===== config.mk =====
export PLATFORM = sky130hd
export DESIGN_NAME = snake_draw_engine
export DESIGN_NICKNAME = d
export VERILOG_FILES = /design/src/rtl/snake_draw_pkg.sv /design/src/rtl/draw_cmd_fifo.sv /design/src/rtl/snake_draw_engine.sv
export SDC_FILE = /design/constraint.sdc
export NUM_CORES = 1
export LEC_CHECK = 0
export CORE_MARGIN = 10
export CORE_UTILIZATION = 58
export DETAILED_ROUTE_END_ITERATION = 16
export PLACE_DENSITY = 0.9
export SETUP_SLACK_MARGIN = 0.02
export SYNTH_ARGS = -nofsm -noshare
export SYNTH_HDL_FRONTEND = slang
export SYNTH_SLANG_ARGS = --single-unit

===== constraint.sdc =====
create_clock -name clk -period 3.9 [get_ports clk]
set_clock_uncertainty 0.2 [all_clocks]
set_input_delay 0.78 -clock clk [delete_from_list [all_inputs] [get_ports clk]]
set_output_delay 0.78 -clock clk [all_outputs]
set_load 0.05 [all_outputs]

===== src/rtl/snake_draw_pkg.sv =====
// Shared constants for the snake draw engine: opcodes, command fields,
// register map, FSM state type and palette reset contents.
package snake_draw_pkg;

  localparam logic [3:0] OP_FILL  = 4'h1;
  localparam logic [3:0] OP_CLEAR = 4'h2;
  localparam logic [3:0] OP_ABORT = 4'hF;

  localparam int OP_LSB  = 28;
  localparam int COL_LSB = 26;
  localparam int CX_LSB  = 16;
  localparam int CY_LSB  = 6;
  localparam int CMD_W   = 32 - CY_LSB;

  localparam logic [3:0] ADDR_CMD    = 4'd0;
  localparam logic [3:0] ADDR_STATUS = 4'd1;
  localparam logic [3:0] ADDR_ERRCLR = 4'd2;
  localparam logic [3:0] ADDR_PAL0   = 4'd4;

  typedef enum logic [1:0] {
    ST_IDLE = 2'd0,
    ST_LOAD = 2'd1,
    ST_DRAW = 2'd2
  } draw_state_t;

  localparam logic [3:0][15:0] PAL_RST = {16'hF800, 16'h07E0, 16'hFFFF, 16'h0000};

endpackage


===== src/rtl/draw_cmd_fifo.sv =====
// Command FIFO with show-ahead read; flush overrides push and pop.
module draw_cmd_fifo #(
  parameter int FIFO_DEPTH = 8,
  parameter int WIDTH      = 26
) (
  input  logic                        clk,
  input  logic                        rst_n,
  input  logic                        push,
  input  logic                        pop,
  input  logic                        flush,
  input  logic [WIDTH-1:0]            wdata,
  output logic [WIDTH-1:0]            rdata,
  output logic                        full,
  output logic                        empty,
  output logic [$clog2(FIFO_DEPTH):0] level
);

  localparam int AW = $clog2(FIFO_DEPTH);

  logic [WIDTH-1:0] r_mem [FIFO_DEPTH];
  logic [AW-1:0]    r_wr_ptr;
  logic [AW-1:0]    r_rd_ptr;
  logic [AW:0]      r_level;
  logic             w_do_push;
  logic             w_do_pop;

  assign full      = (r_level == (AW+1)'(FIFO_DEPTH));
  assign empty     = (r_level == '0);
  assign level     = r_level;
  assign rdata     = r_mem[r_rd_ptr];
  assign w_do_push = push && !full && !flush;
  assign w_do_pop  = pop && !empty && !flush;

  always_ff @(posedge clk or negedge rst_n) begin
    if (!rst_n) begin
      r_wr_ptr <= '0;
      r_rd_ptr <= '0;
      r_level  <= '0;
    end else if (flush) begin
      r_wr_ptr <= '0;
      r_rd_ptr <= '0;
      r_level  <= '0;
    end else begin
      if (w_do_push) r_wr_ptr <= r_wr_ptr + 1'b1;
      if (w_do_pop)  r_rd_ptr <= r_rd_ptr + 1'b1;
      case ({w_do_push, w_do_pop})
        2'b10:   r_level <= r_level + 1'b1;
        2'b01:   r_level <= r_level - 1'b1;
        default: r_level <= r_level;
      endcase
    end
  end

  always_ff @(posedge clk) begin
    if (w_do_push) r_mem[r_wr_ptr] <= wdata;
  end

endmodule


===== src/rtl/snake_draw_engine.sv =====
// Queued cell/screen fill engine: host slave feeds a command FIFO, the FSM
// streams one pixel write per accepted master beat.
//   state   | meaning
//   ST_IDLE | waiting for a queued command
//   ST_LOAD | pop and decode one command, latch extents and colour
//   ST_DRAW | stream pixel writes, x fastest, until last beat or abort
module snake_draw_engine
  import snake_draw_pkg::*;
#(
  parameter int          X_PIXELS   = 320,
  parameter int          Y_PIXELS   = 240,
  parameter int          CELL       = 4,
  parameter int          FIFO_DEPTH = 8,
  parameter logic [31:0] PX_BASE    = 32'h0800_0000,
  parameter int          Y_SHIFT    = 10,
  parameter int          X_SHIFT    = 1
) (
  input  logic        clk,
  input  logic        reset_n,
  input  logic [3:0]  hps_address,
  input  logic        hps_write,
  input  logic [31:0] hps_writedata,
  input  logic        hps_read,
  output logic [31:0] hps_readdata,
  output logic        hps_waitrequest,
  output logic [31:0] vga_px_address,
  output logic        vga_px_write,
  output logic [15:0] vga_px_writedata,
  input  logic        vga_px_waitrequest,
  output logic [6:0]  state_export
);

  localparam int          LW     = $clog2(FIFO_DEPTH) + 1;
  localparam logic [15:0] CELL16 = 16'(CELL);
  localparam logic [15:0] X_CELLS = 16'(X_PIXELS / CELL);
  localparam logic [15:0] Y_CELLS = 16'(Y_PIXELS / CELL);
  localparam logic [15:0] X_END  = 16'(X_PIXELS - 1);
  localparam logic [15:0] Y_END  = 16'(Y_PIXELS - 1);

  draw_state_t      r_state, w_state_nx;
  logic [3:0][15:0] r_pal;
  logic [15:0]      r_colour;
  logic [15:0]      r_px, r_py, r_px0, r_px_end, r_py_end;
  logic             r_abort_pend;
  logic             r_stall_q;
  logic             r_ovf_err, r_rng_err;

  logic             w_cmd_sel, w_abort, w_push_req;
  logic             w_full, w_empty;
  logic [LW-1:0]    w_level;
  logic [CMD_W-1:0] w_cmd;
  logic [3:0]       w_op;
  logic [1:0]       w_col;
  logic [15:0]      w_cx, w_cy, w_cx_px, w_cy_px;
  logic             w_fill_ok, w_draw_cmd, w_draw, w_last, w_busy, w_load_go;

  assign w_cmd_sel       = hps_write && (hps_address == ADDR_CMD);
  assign w_abort         = w_cmd_sel && (hps_writedata[OP_LSB +: 4] == OP_ABORT);
  assign w_push_req      = w_cmd_sel && !w_abort;
  assign hps_waitrequest = w_push_req && w_full;

  draw_cmd_fifo #(
    .FIFO_DEPTH (FIFO_DEPTH),
    .WIDTH      (CMD_W)
  ) u_fifo (
    .clk   (clk),
    .rst_n (reset_n),
    .push  (w_push_req && !w_full),
    .pop   (r_state == ST_LOAD),
    .flush (w_abort),
    .wdata (hps_writedata[31:CY_LSB]),
    .rdata (w_cmd),
    .full  (w_full),
    .empty (w_empty),
    .level (w_level)
  );

  // Stored word drops the unused low bits, so field offsets shift by CY_LSB.
  assign w_op       = w_cmd[OP_LSB-CY_LSB +: 4];
  assign w_col      = w_cmd[COL_LSB-CY_LSB +: 2];
  assign w_cx       = {6'd0, w_cmd[CX_LSB-CY_LSB +: 10]};
  assign w_cy       = {6'd0, w_cmd[0 +: 10]};
  assign w_cx_px    = w_cx * CELL16;
  assign w_cy_px    = w_cy * CELL16;
  assign w_fill_ok  = (w_cx < X_CELLS) && (w_cy < Y_CELLS);
  assign w_draw_cmd = ((w_op == OP_FILL) && w_fill_ok) || (w_op == OP_CLEAR);
  assign w_load_go  = (r_state == ST_LOAD) && !w_abort;

  assign w_draw = (r_state == ST_DRAW);
  assign w_last = (r_px == r_px_end) && (r_py == r_py_end);
  assign w_busy = (r_state != ST_IDLE) || !w_empty;

  always_comb begin
    w_state_nx = r_state;
    case (r_state)
      ST_IDLE: if (!w_empty && !w_abort) w_state_nx = ST_LOAD;
      ST_LOAD: w_state_nx = (!w_abort && w_draw_cmd) ? ST_DRAW : ST_IDLE;
      ST_DRAW: begin
        if (!vga_px_waitrequest && (w_abort || r_abort_pend || w_last))
          w_state_nx = ST_IDLE;
      end
      default: w_state_nx = ST_IDLE;
    endcase
  end

  always_ff @(posedge clk or negedge reset_n) begin
    if (!reset_n) r_state <= ST_IDLE;
    else          r_state <= w_state_nx;
  end

  always_ff @(posedge clk or negedge reset_n) begin
    if (!reset_n) begin
      r_pal        <= PAL_RST;
      r_colour     <= '0;
      r_px         <= '0;
      r_py         <= '0;
      r_px0        <= '0;
      r_px_end     <= '0;
      r_py_end     <= '0;
      r_abort_pend <= 1'b0;
      r_stall_q    <= 1'b0;
      r_ovf_err    <= 1'b0;
      r_rng_err    <= 1'b0;
    end else begin
      if (hps_write && (hps_address[3:2] == ADDR_PAL0[3:2]))
        r_pal[hps_address[1:0]] <= hps_writedata[15:0];

      if (w_load_go) begin
        r_colour <= r_pal[w_col];
        if (w_op == OP_CLEAR) begin
          r_px     <= '0;
          r_px0    <= '0;
          r_py     <= '0;
          r_px_end <= X_END;
          r_py_end <= Y_END;
        end else begin
          r_px     <= w_cx_px;
          r_px0    <= w_cx_px;
          r_py     <= w_cy_px;
          r_px_end <= w_cx_px + CELL16 - 16'd1;
          r_py_end <= w_cy_px + CELL16 - 16'd1;
        end
        if ((w_op == OP_FILL) && !w_fill_ok) r_rng_err <= 1'b1;
      end else if (w_draw && !vga_px_waitrequest && !w_last) begin
        if (r_px == r_px_end) begin
          r_px <= r_px0;
          r_py <= r_py + 16'd1;
        end else begin
          r_px <= r_px + 16'd1;
        end
      end

      r_abort_pend <= w_draw && (w_abort || r_abort_pend) && (w_state_nx == ST_DRAW);

      // A stalled push that the host gives up on is lost.
      r_stall_q <= hps_waitrequest;
      if (r_stall_q && !hps_write) r_ovf_err <= 1'b1;

      if (hps_write && (hps_address == ADDR_ERRCLR)) begin
        r_ovf_err <= 1'b0;
        r_rng_err <= 1'b0;
      end
    end
  end

  assign vga_px_write     = w_draw;
  assign vga_px_address   = w_draw ? (PX_BASE | (32'(r_py) << Y_SHIFT) | (32'(r_px) << X_SHIFT)) : 32'd0;
  assign vga_px_writedata = w_draw ? r_colour : 16'd0;
  assign hps_readdata     = (hps_read && (hps_address == ADDR_STATUS)) ?
                            {r_ovf_err, r_rng_err, w_busy, 21'd0, 8'(w_level)} : 32'd0;
  assign state_export     = {5'd0, r_state};

endmodule


==> results.tsv, run 1 <==
stage	metric	value	unit
synthesis	number of synthesized flops with an enable pin	208	
worst_setup_path	critical path launch point type	flip-flop	
floorplanning	DIE AREA	34900	sq um
synthesis	register area share after synthesis	62.7	%
global_routing	number of global-route vias before repair	10890	
worst_setup_path	RR Startpoint	u_fifo.r_rd_ptr[1]	
floorplanning	FP Rows	61	
worst_setup_path	Crit. Startpoint	r_state[0]	
global_routing	first-pass GRT wire length	60700	um
power_and_ir_drop	power share of the combinational group	34.6	%
status	failing checks	hold timing	
cts	CTS tree	built	
floorplanning	die height	187	um
power_and_ir_drop	P_leak	7.23	nW
cts	Clock Latency Late Sink	0.53	ns
detailed_routing	Via density	6.20	
detailed_routing	drt pass-1 iters	7	
global_routing	total global-route track usage	21.5	%
sta	Hold Slack	-0.00572	ns
cts	buffer depth of the longest clock path	3	
cells_and_area	post-layout instance area	19000	sq um
power_and_ir_drop	sequential power share	39.5	%
synthesis	top cell type's share of synthesized area	38.7	%
detailed_routing	via count	10403	
worst_setup_path	CP Class	flip-flop to output pin	
sta	Final setup viols	0	
synthesis	synth top area cells	edfxtp_1 39%, dfrtp_1 20%, mux4_2 6.1%	
cells_and_area	Area Overhead vs Synth	17.6	%
cts	total CTS buffers	38	
worst_setup_path	Worst EP arrival	2.73	ns
cells_and_area	Ant. Diodes	0	
global_routing	gr ovfl total	0	
cts	Setup Fix Bufs, Post-CTS	0	
global_routing	initial antenna violation count	1	
cts	Root Buffer	clkbuf_16	
worst_setup_path	Worst path top cell family by delay	buffers and inverters	
synthesis	Synth Area per Inst	14.1	sq um
detailed_routing	antenna-violating nets left	0	
cts	# H-tree levels	2	
min_path	Worst Hold Class	primary input to async pin	
worst_setup_path	nature of the critical path endpoint	output pin	
power_and_ir_drop	total power per unit cell area	709	nW/um^2
detailed_routing	# DRC	0	
sta	Final Hold Fails	3	
worst_setup_path	Worst path max stage delay	0.82	ns
cts	hold buffers post-CTS	0	
cells_and_area	Layout Nets	1322	
global_routing	largest net degree at the start of global routing	64	
worst_setup_path	CP max stage cell	clkdlybuf4s50_1	
power_and_ir_drop	total power	13.5	mW
synthesis	Post-synth ARST share	42.5	%
status	status	finished, violations left	
power_and_ir_drop	switching part of the total	35.5	%
synthesis	gate count after technology mapping	1147	
floorplanning	Core Region	27600	sq um
synthesis	synthesis-stage register bit count	362	
worst_setup_path	Required @ worst endpoint	2.92	ns
synthesis	Distinct cells, synth	77	
cts	clock slew seen by the registers of the worst setup and hold paths	0.07	ns
cells_and_area	share of cells above drive strength 1	24.5	%
worst_setup_path	Crit path buffers/inverters	2	
synthesis	post-synth top area cell	edfxtp_1	
floorplanning	I/O pin total	130	
run	max cap viols	0	
cells_and_area	final core occ	68.7	%
detailed_routing	WL/cell	23.0	um
sta	minimum clock period	3.71	ns
detailed_routing	initial drt markers	1177	
cells_and_area	Fill cells	1727	
place	hpwl dp	24200	um
synthesis	Warnings, synthesis	0	
floorplanning	DIE WIDTH	187	um
cts	clock sinks	362	
cts	post-cts resize count	0	
sta	Max-slew headroom	14.8	%
place	GP Congestion	0.865	
place	DP Area	17800	sq um
sta	Max Slew Vio Count	0	
power_and_ir_drop	clock share of power	25.9	%
power_and_ir_drop	IR drop worst, VDD	0.404	mV
worst_setup_path	Crit Path Max Fanout	23	
sta	crit share post-route	95.2	%
sta	RSZ-0062 raised after global routing	false	
place	PortBufs	93	
synthesis	predominant post-synthesis flop cell	edfxtp_1	
synthesis	Mapped Area	16100	sq um
worst_setup_path	worst-path cell chain	nand2b_1 > inv_1 > and2_1 > clkdlybuf4s50_1	
detailed_routing	DRT Wirelength	38500	um
floorplanning	Initial Util	58.5	%
power_and_ir_drop	cell-internal power	8.69	mW
sta	worst-margin pin slew	1.27	ns
power_and_ir_drop	Sw Pwr	4.78	mW
sta	maximum clock rate	0.269	GHz
## logic make-up (layout without fill, tap and decap cells)
kind of cell / Yosys count / count (layout) / synth area share, %
DFF: 362 / 362 / 62.7
and+or+nand+nor: 306 / 306 / 9.60
muxes: 175 / 175 / 15.0
AOI/OAI and AO/OA: 148 / 148 / 6.22
buffers and inverters: 106 / 225 / 3.55
xor gates and xnor gates: 41 / 41 / 2.22
adders and majority gates: 8 / 8 / 0.666
other: 1 / 36 / 0.0232
## worst paths after layout
kind,endpoint,depth (start not counted),slack (ns)
worst max-delay path,vga_px_writedata[8],4,0.19
min in group clk,r_px0[3],1,0.28
worst min register to register,r_px0[3],1,0.28
worst max register to register,r_px[5],6,0.31
worst min-delay path,r_colour[1],1,-0.006
max in group asynchronous,r_pal[40],2,2.77
## synthesized netlist by cell type (all sizes together), types with 22 or more instances
master	count
edfxtp	208
dfrtp	127
mux2	92
nand2	92
nor2	71
buf	61
o21ai	45
mux4	44
and2	39
clkbuf	39
mux2i	39
dfstp	27
xor2	26
a21oi	22
## flip-flops by register name, summed over array words and instances (netlist names), 3 cells and up
register / count
u_fifo.r_mem: 208
r_pal: 64
r_colour: 16
r_px: 16
r_py: 16
r_px_end: 11
r_py_end: 10
r_px0: 5
u_fifo.level: 4
u_fifo.r_rd_ptr: 3
u_fifo.r_wr_ptr: 3
## cells in the final DEF, fill, tap and decap left out, types with 8 or more instances in the layout
cell type,Yosys,final
buf_4,39,68
a21oi_1,22,22
mux2_2,85,85
dfrtp_1,127,125
clkbuf_16,0,38
o21ai_1,15,15
nand2_1,92,92
nor2_1,71,64
dfstp_2,27,27
clkbuf_1,39,8
mux4_2,44,44
and2_1,39,39
nand2b_1,18,18
edfxtp_1,208,208
nand3_1,12,12
conb_1,1,36
xor2_1,26,26
xnor2_1,15,15
buf_12,0,18
nand4_1,9,9
o22a_1,13,13
mux2i_1,39,37
nor3_1,18,16
o21ai_0,30,30
clkdlybuf4s50_1,0,64
a211oi_1,12,12
## metal layers
| layer | up-vias | track usage (%) | wire (um) |
|---|---|---|---|
| met5 | - | 0 | 13 |
| met4 | 2 | 7.94 | 974 |
| met2 | 553 | 36.6 | 19600 |
| met1 | 5289 | 26.7 | 14800 |
| met3 | 85 | 4.33 | 3210 |
| li1 | 4474 | - | - |
## area by class of cell
class / count / area (sq um) / share of cell area [%]
multi-input combinational: 714 / 5640 / 29.7
sequential: 362 / 10100 / 53.4
inverter: 6 / 22.5 / 0.119
clock inverter: 19 / 171 / 0.902
timing repair buffer: 151 / 1520 / 8.02
clock buffer: 49 / 1020 / 5.38
tap: 378 / 473 / 2.49
## metrics by stage
| step | instances | TNS [ns] | worst slack, ns | hold slack (ns) |
|---|---|---|---|---|
| finish | 1679 | 0 | 0.188 | -0.00572 |
| global route | 1679 | 0 | 0.0904 | 0.0343 |
| CTS | 1679 | 0 | 0.169 | 0.0174 |
| detailed placement | 1611 | -0.00272 | -0.00272 | 0.265 |
| global placement | 1611 | 0 | 0.0622 | 0.257 |
| floorplan | 1182 | 0 | 0.0423 | 0.242 |
## power groups by stage
stage / Combinational [mW] / Clock (mW) / Sequential, mW
2_1_floorplan: 3.47 / 0 / 5.04
3_3_place_gp: 4.37 / 0 / 5.30
3_5_place_dp: 4.53 / 0 / 5.36
4_1_cts: 4.63 / 3.52 / 5.29
5_1_grt: 5.02 / 3.68 / 5.38
6_report: 4.66 / 3.49 / 5.32
(Power assumes the default switching activity.)
==> run 2, diff against run 1 <==
- CORE_UTILIZATION: 58 -> 60
- CTS_BUF_LIST: not set -> sky130_fd_sc_hd__clkbuf_4
- CTS_CLUSTER_DIAMETER: not set -> 80
- PLACE_DENSITY: 0.9 -> 0.92
==> run 2 against run 1 <==
The run now ends clean; global-route usage increased by 0.93 points; first-iteration DRC count is 8.3% lower; flip-flop and latch count stayed put; core utilization increased by 3.3 points; clock power down 9.5%; via count is 1.4% higher; count of clock-buffer cells in the layout up 89; final cell count is 3.0% higher; hold slack better by 0.29 ns; critical path type unchanged; critical endpoint is now vga_px_writedata[15]; largest power group unchanged.
==> results.tsv, run 2 (synthesis results as in run 1) <==
stage	metric	value	unit
cts	Setup Fix Bufs, Post-CTS	0	
detailed_routing	# DRC	0	
power_and_ir_drop	clock share of power	24.1	%
detailed_routing	via count	10546	
cts	clock sinks	362	
min_path	Worst Hold Class	flip-flop to flip-flop	
cells_and_area	Largest Register	u_fifo.r_mem	
sta	Max Slew Vio Count	0	
detailed_routing	antenna-violating nets left	0	
sta	RSZ-0062 raised after global routing	false	
sta	minimum clock period	3.76	ns
global_routing	initial antenna violation count	2	
cts	buffer depth of the longest clock path	3	
global_routing	number of global-route vias before repair	10843	
cts	total CTS buffers	89	
cells_and_area	Layout Nets	1367	
power_and_ir_drop	sequential power share	40.7	%
min_path	WHS Path Cells	1	
floorplanning	DIE AREA	33900	sq um
status	status	finished clean	
cts	Root Buffer	clkbuf_4	
floorplanning	die height	184	um
worst_setup_path	CP Class	flip-flop to output pin	
cells_and_area	Top Registers	u_fifo.r_mem (208), r_pal (64)	
detailed_routing	drt pass-1 iters	5	
worst_setup_path	critical path launch point type	flip-flop	
run	max cap viols	0	
place	PortBufs	93	
sta	crit share post-route	96.5	%
floorplanning	Initial Util	61.5	%
cells_and_area	Area Overhead vs Synth	17.2	%
global_routing	first-pass GRT wire length	59700	um
cts	# H-tree levels	3	
worst_setup_path	Required @ worst endpoint	2.92	ns
sta	final setup margin	0.136	ns
power_and_ir_drop	power share of the combinational group	35.2	%
power_and_ir_drop	cell-internal power	8.30	mW
cells_and_area	most frequent cells in the layout	208 x edfxtp_1, 138 x clkbuf_4, 125 x dfrtp_1	
worst_setup_path	FF-to-FF path depth	7	
place	GP Congestion	0.851	
cells_and_area	most common cell after layout, fill and taps aside	edfxtp_1	
global_routing	gr ovfl total	0	
power_and_ir_drop	total power per unit cell area	693	nW/um^2
detailed_routing	Via density	6.10	
sta	Max-slew headroom	40.9	%
sta	Final setup viols	0	
sta	worst-margin pin slew	0.880	ns
cells_and_area	share of cells above drive strength 1	28.0	%
sta	Final Hold Fails	0	
detailed_routing	initial drt markers	1079	
cells_and_area	max reg flops	208	
place	hpwl dp	24100	um
worst_setup_path	nature of the critical path endpoint	output pin	
worst_setup_path	Crit Path Max Fanout	32	
floorplanning	Core Region	26300	sq um
power_and_ir_drop	Sw Pwr	4.81	mW
sta	maximum clock rate	0.266	GHz
floorplanning	I/O pin total	130	
cts	Clock Latency Late Sink	0.74	ns
cells_and_area	Fill cells	1575	
global_routing	total global-route track usage	22.4	%
sta	Hold Slack	0.286	ns
worst_setup_path	Worst EP arrival	2.78	ns
cts	clock slew seen by the registers of the worst setup and hold paths	0.06	ns
place	Setup WS pre-CTS	-0.0642	ns
power_and_ir_drop	IR drop worst, VDD	0.367	mV
cts	CTS tree	built	
floorplanning	FP Rows	59	
global_routing	largest net degree at the start of global routing	82	
floorplanning	DIE WIDTH	184	um
power_and_ir_drop	P_leak	7.33	nW
detailed_routing	DRT Wirelength	38300	um
detailed_routing	WL/cell	22.2	um
power_and_ir_drop	switching part of the total	36.7	%
[run 2: changes by cell type in the layout (fill, tap and decap cells not counted), moves of 4 or more]
cell             delta
buf_4              -21
clkbuf_1            -8
clkbuf_16          -38
clkbuf_4          +138
clkdlybuf4s50_1    +10
clkinv_1           +15
clkinv_2            -4
[run 2: what timing repair did]
action,CTS,global route
setup endpoints to repair,0,3
gates resized for setup,0,3
hold buffers,1,0
hold endpoints to repair,60,0
[run 2: power groups by stage]
stage / logic, mW / registers (mW) / clock network (mW)
floorplan: 3.47 / 5.04 / 0
global placement: 4.32 / 5.32 / 0
detailed placement: 4.51 / 5.37 / 0
CTS: 4.59 / 5.31 / 3.21
global route: 4.99 / 5.40 / 3.40
finish: 4.62 / 5.33 / 3.16
[run 2: final timing paths]
check | from | endpoint | slack, ns
worst max-delay path | r_state[1] | vga_px_writedata[15] | 0.14
worst min-delay path | r_px0[3] | r_px0[3] | 0.29
worst max register to register | u_fifo.r_rd_ptr[0] | r_py[3] | 0.43
worst min register to register | r_px0[3] | r_px0[3] | 0.29
max in group asynchronous | reset_n | r_pal[24] | 2.13
min in group asynchronous | reset_n | r_pal[52] | 0.45
[run 2: worst max-delay path: stages (launching register included)]
cell and delay (ns):
dfrtp_1 0.46, nand2b_1 0.11, inv_1 0.24, buf_12 0.23
and2_1 0.17, clkdlybuf4s50_1 0.84
[run 2: cell type report]
type | count | area (sq um) | area share (%)
antenna | 1 | 2.50 | 0.0132
clock inverter | 29 | 130 | 0.688
inverter | 6 | 22.5 | 0.119
timing repair buffer | 145 | 1530 | 8.10
multi-input combinational | 714 | 5640 | 29.8
sequential | 362 | 10100 | 53.6
clock buffer | 138 | 1040 | 5.47
tap | 335 | 419 | 2.21
[run 2: metal layers]
layer	GRT usage (%)	wire length (um)
met2	36.9	19200
met4	8.06	984
met3	6.30	3470
met1	27.9	14700
met5	0	12
[run 2: per-stage QoR]
stage	area [sq um]	power [mW]	TNS (ns)	cells	utilization (%)
6_report	18900	13.1	0	1730	72.0
5_1_grt	18900	13.8	0	1730	72.0
4_1_cts	18900	13.1	0	1729	72.0
3_5_place_dp	17700	9.88	-0.0642	1561	67.5
3_3_place_gp	17700	9.64	0	1561	67.5
2_1_floorplan	16300	8.52	0	1182	-
